--- config.mk ---
export PLATFORM = sky130hd
export DESIGN_NAME = lcd_field_scheduler
export DESIGN_NICKNAME = d
export VERILOG_FILES = /design/src/rtl/lcd_field_scheduler.sv
export SDC_FILE = /design/constraint.sdc
export NUM_CORES = 1
export LEC_CHECK = 0
export CORE_UTILIZATION = 36
export DETAILED_ROUTE_END_ITERATION = 10
export GPL_TIMING_DRIVEN = 0
export SYNTH_ARGS = -nofsm -noshare
export SYNTH_HDL_FRONTEND = slang
export SYNTH_SLANG_ARGS = --single-unit
--- constraint.sdc ---
create_clock -name clk -period 6.1 [get_ports clk]
set_clock_uncertainty 0.2 [all_clocks]
set_input_delay 0.915 -clock clk [delete_from_list [all_inputs] [get_ports clk]]
set_output_delay 0.915 -clock clk [all_outputs]
set_load 0.01 [all_outputs]
--- src/rtl/lcd_field_scheduler.sv ---
// Round-robin arbiter feeding an LCD1602 byte path: set-address command then hex digits; address byte 1 cycle after grant, ack 1 cycle after last char.
// Stalls with cmd_valid/cmd_rs/cmd_data held while cmd_ready is low; requests are only sampled in IDLE.
module lcd_field_scheduler #(
   parameter logic [6:0] ADDR0     = 7'h00,
   parameter logic [6:0] ADDR1     = 7'h40,
   parameter bit         HEX_UPPER = 1'b1
) (
   input  logic        clk,
   input  logic        reset,
   input  logic        req0,
   input  logic [15:0] number1,
   output logic        ack0,
   input  logic        req1,
   input  logic [3:0]  number2,
   output logic        ack1,
   output logic        cmd_valid,
   output logic        cmd_rs,
   output logic [7:0]  cmd_data,
   input  logic        cmd_ready,
   output logic        busy
);

   typedef enum logic [1:0] {IDLE, ADDR, CHAR, DONE} state_t;

   state_t      state;
   logic        last;
   logic        client;
   logic [15:0] sh;
   logic [2:0]  len;
   logic [2:0]  idx;
   logic        grant_sel;

   function automatic logic [7:0] hex_ascii(input logic [3:0] n);
      if (n < 4'd10)
         return 8'h30 + {4'h0, n};
      else if (HEX_UPPER)
         return 8'h37 + {4'h0, n};
      else
         return 8'h57 + {4'h0, n};
   endfunction

   // On a tie the client that was not served last wins.
   always_comb begin
      grant_sel = (req0 && req1) ? ~last : req1;
   end

   always_ff @(posedge clk or negedge reset) begin
      if (!reset) begin
         state     <= IDLE;
         last      <= 1'b1;
         client    <= 1'b0;
         sh        <= '0;
         len       <= '0;
         idx       <= '0;
         cmd_valid <= 1'b0;
         cmd_rs    <= 1'b0;
         cmd_data  <= '0;
         ack0      <= 1'b0;
         ack1      <= 1'b0;
         busy      <= 1'b0;
      end else begin
         ack0 <= 1'b0;
         ack1 <= 1'b0;
         case (state)
            IDLE: begin
               if (req0 || req1) begin
                  client    <= grant_sel;
                  last      <= grant_sel;
                  len       <= grant_sel ? 3'd1 : 3'd4;
                  // Digits are shifted out of the top nibble, so client 1's digit is left-aligned.
                  sh        <= grant_sel ? {number2, 12'h000} : number1;
                  idx       <= '0;
                  cmd_valid <= 1'b1;
                  cmd_rs    <= 1'b0;
                  cmd_data  <= {1'b1, (grant_sel ? ADDR1 : ADDR0)};
                  busy      <= 1'b1;
                  state     <= ADDR;
               end
            end
            ADDR: begin
               if (cmd_ready) begin
                  cmd_rs   <= 1'b1;
                  cmd_data <= hex_ascii(sh[15:12]);
                  sh       <= {sh[11:0], 4'h0};
                  state    <= CHAR;
               end
            end
            CHAR: begin
               if (cmd_ready) begin
                  idx <= idx + 3'd1;
                  if (idx == len - 3'd1) begin
                     cmd_valid <= 1'b0;
                     cmd_rs    <= 1'b0;
                     cmd_data  <= '0;
                     ack0      <= ~client;
                     ack1      <= client;
                     state     <= DONE;
                  end else begin
                     cmd_data <= hex_ascii(sh[15:12]);
                     sh       <= {sh[11:0], 4'h0};
                  end
               end
            end
            DONE: begin
               busy  <= 1'b0;
               state <= IDLE;
            end
            default: begin
               state     <= IDLE;
               cmd_valid <= 1'b0;
               busy      <= 1'b0;
            end
         endcase
      end
   end

endmodule

# == Word-level counts from Yosys, hierarchy flattened ==
# Index checks and enable logic that the tools add are counted.
# totals
register_bits,39
inputBits,25
output_inout_bits,13
elab_cells,79
# classes
add_sub_neg,4
magnitude_cmp,1
n_eq_ne,9
muxes,37
n_bitwise,2
reduce_logical,14
# op_table
operator,count
$mux 16,5
$pmux 16 s3,1
$mux 8,4
$pmux 8 s3,1
$add 6x4->7 const A,2
$mux 7,2
$mux 1,12
$reduce_and 4->1,3
$ne 2x2->1 const B,5
$reduce_and 5->1,2
$mux 3,3
$mux 2,4
$pmux 2 s4,1
$pmux 3 s2,1
$eq 2x2->1 const B,2
$lt 4x4->1 const B,1
$pmux 1 s2,2
$reduce_and 2->1,2
$reduce_bool 2->1,2
$add 3x1->3 const B,1
$eq 3x3->1,1
$pmux 1 s3,1
$reduce_and 3->1,1
$reduce_bool 3->1,1
other kinds (6),7

# == Depth between registers and ports, before layout ==
# logic_depth
word_depth,5
ltp_mapped,8
depth_no_buf,6

# == Worst setup path after synthesis ==
# OpenSTA, ideal clock, no wires.
# synth_timing
path_type,in2reg
startpoint,in req1
endpoint,reg sh[10]
setup_ns,0.125
t_arrival_ns,2.191
required_ns,5.775
path_slack_ns,3.584
path_stages,6
path_buffers,2
cell_sequence,or3b_1 clkbuf_1 o211a_1 o21ai_4 buf_12 mux2_4
# synth_between
elab_chain_len,5
word_cells_on_any_way,8
classes_between,eq/ne: 1; mux: 4; reduce/logical: 3
# synth_lines
item,line_no,text
start: declaration,13,"input logic req1,"
$logic_and 1x1->1,44,grant_sel = (req0 && req1) ? ~last : req1;
$mux 1,44,
$mux 16,71,"sh <= grant_sel ? {number2, 12'h000} : number1;"
$mux 16,66,if (req0 || req1) begin
$pmux 16 s3,64,case (state)
end signal: assignment,71,
end signal: assignment,84,"sh <= {sh[11:0], 4'h0};"
end signal: assignment,100,"sh <= {sh[11:0], 4'h0};"
end: declaration,28,logic [15:0] sh;
# Several ways; a longest one is shown, not always the timed one. The select of a mux whose other input is x is not followed.
# A chain may end at the register's enable or synchronous reset.

# == Worst setup path after layout ==
# layout_timing
startpoint,in req1
endpoint,reg sh[13]
# The elaborated chain is that of the path after synthesis.

==> run summary <==
outcome: finished, final reports clean
Mapped Cells: 200
Seq/Total Area, Yosys: 46.8%
Cell Area, Placed: 0.00243 mm^2
post-route cell area: 0.00255 mm^2
Unique masters post-synth: 37
vias: 1507
pre-CTS setup slack: 2.93 ns
Largest stage delay, worst path: 0.47 ns
commonest cells after routing, fill and taps aside: nand2_1 (40), dfrtp_1 (36), clkdlybuf4s50_1 (35), o21ai_0 (29), inv_1 (14)
WS Path Type: input port to flop
fin crit share: 47.0%
diodes inserted: 0
Yosys top cell area share: 45.4%
CP max stage cell: clkdlybuf4s50_1
Lkg Pwr: 1.14 nW
crit end category: flop
Hold WC Path Type: flop to flop
die width: 76.2 um
Top FF cell, synth: dfrtp_1
vias in the first global route: 1486
Die Y: 76.2 um
drt pass-1 iters: 4
Slew @ Worst Pin: 0.823 ns
cts bufs inserted: 5
DIE AREA: 0.00581 mm^2
Final nets: 275
Synth area leader: dfrtp_1
Worst-Skew Late Latency: 0.29 ns
Arr. time, crit path: 2.84 ns
core area: 0.00520 mm^2
post-cts sizing count: 0
via-per-instance ratio: 4.80
XOR/XNOR Fraction of Synth Area: 1.26%
Final Slew Violations: 0
CP cell instances: clkdlybuf4s50_1, or3b_1, clkbuf_1, o211a_1, o21ai_4, buf_12, mux2_4
PD cells: 526 mW/mm^2
clk slew on worst S/H paths: 0.07 ns
Layout area overhead: 28.4%
Hold Crit Start: cmd_data[1]$_DFFE_PN0P_
Worst Setup SP: req1
RSZ-0062 raised after global routing: no
1st-iter DRT viols: 85
Antenna Nets Post-Route: 0
H-Tree Depth: 2
largest net degree at the start of global routing: 38
setup slack after layout: 3.23 ns
Area contributors post-synth: dfrtp_1 (45%), nand2_1 (7.6%), o21ai_0 (7.3%), mux2i_1 (4.5%), mux2_2 (4.5%)
Synth Area in Compound Gates: 16.1%
CTS tree: built
CTS Hold Bufs: 0
row count: 26
total grt overflow: 0
relative slew slack: 45.1%
combinational family with the most area after synthesis: compound AO/OA/AOI/OAI gates
share of cells above drive strength 1: 12.3%
clk sink count: 37
final WL: 3870 um
mux contribution to synthesized area: 14.3%
fmax: 349 MHz
hpwl dp: 2830 um
gr usage total: 14.6%
Worst EP required: 6.07 ns
Maximum Capacitance Violations: 0
Post-route DRC: 0
syn_area_per_cell: 9.92 um^2
number of synthesized flops with an enable pin: 0
Fin Setup TNS: 0 ns
Post-Syn Area: 0.00198 mm^2
initial antenna violation count: 0
YS warnings: 0
Routed WL per cell: 12.3 um
r2r startpoint: state[0]$_DFFE_PN0P_
Final Hold Vio Count: 0
Port-buffer cells: 36
Synth Area in Adders: 4.42%
Pwr Total: 0.00134 W
I/O pins: 38
Peak VDD IR: 0.183 mV
Post-CTS Setup Bufs: 0
Clock Path Buffers: 2
Initial Util: 38.1%
Final min period: 2.87 ns
post-synthesis simple-gate area fraction: 11.9%
commonest non-fill, non-tap cell in the layout: nand2_1
final RePlAce weighted congestion: 0.763
first-pass GRT wire length: 6790 um
final setup fails: 0
Crit Path Max Fanout: 10
Synth async-reset ratio: 100%
Setup crit start kind: input port
Synth Net Count: 232
CTS root buf: clkbuf_8
post-synthesis sequential element count: 37
-- registers in the layout, summed over array words and instances, names as in the netlist --
name	cells
ack0	1
ack1	1
busy	1
cmd_data	8
cmd_rs	1
cmd_valid	1
idx	3
last	1
len	2
sh	16
state	2
-- cells by family (layout without fill, tap and decap cells) --
logic type                 after synthesis  after routing
xor gates and xnor gates                 2              2
buffers and inverters                   23             67
DFF                                     37             37
and+or+nand+nor                         55             55
adders and majority gates                7              7
muxes                                   24             24
AOI/OAI and AO/OA                       52             52
-- critical path: cells and delay by family --
kind                   cells  cell delay, ns
multiplexers               1            0.30
AO/OA/AOI/OAI              2            0.38
buffers and inverters      3            0.86
AND/OR/NAND/NOR            1            0.39
-- per-stage QoR --
stage                     hold WS [ns]  utilization [%]  cells
after floorplan                  0.279                -    200
after global placement           0.264             46.7    306
after detailed placement         0.273             46.6    306
after CTS                        0.290             48.9    314
after global routing             0.316             48.9    314
final                            0.281             48.9    314
-- layout make-up --
type | count | area, um^2
Timing Repair Buffer | 36 | 355
Sequential cell | 37 | 927
Multi-Input combinational cell | 140 | 952
Buffer | 9 | 51.3
Tap cell | 70 | 87.6
Clock buffer | 6 | 82.6
Clock inverter | 2 | 37.5
Inverter | 14 | 52.6
Fill cell | 515 | 2660
-- power breakdown --
group / internal [W] / switching (W) / total, W
clock network: 0.000133 / 0.0000892 / 0.000222
registers: 0.000347 / 0.0000719 / 0.000419
logic: 0.000346 / 0.000351 / 0.000697
-- cells in the mapped netlist (2+ instances only) --
master	n
nand2_1	40
dfrtp_1	36
o21ai_0	29
inv_1	14
mux2i_1	9
mux2_2	8
a21oi_1	7
ha_1	7
clkbuf_1	6
mux2_4	6
nor2_1	5
o211ai_1	4
o21a_1	3
nor2b_1	2
nor3_1	2
-- final timing paths --
path                       slack [ns]  cells past startpoint                 endpoint
setup / recovery                 3.23                      7       sh[13]$_DFFE_PN0P_
hold / removal                   0.28                      2  cmd_data[1]$_DFFE_PN0P_
setup reg to reg                 3.58                      8       sh[13]$_DFFE_PN0P_
hold reg to reg                  0.28                      2  cmd_data[1]$_DFFE_PN0P_
max in group asynchronous        4.66                      1  cmd_data[7]$_DFFE_PN0P_
min in group asynchronous        0.52                      1        sh[1]$_DFFE_PN0P_
-- layer usage --
metal	up-vias	global-route usage, %	wire, um
met2	28	22.9	1790
met5	-	0	0
met3	4	3.71	121
met1	707	19.7	1920
met4	0	4.62	31
li1	768	-	-
Power figures use the tool's default switching activity.
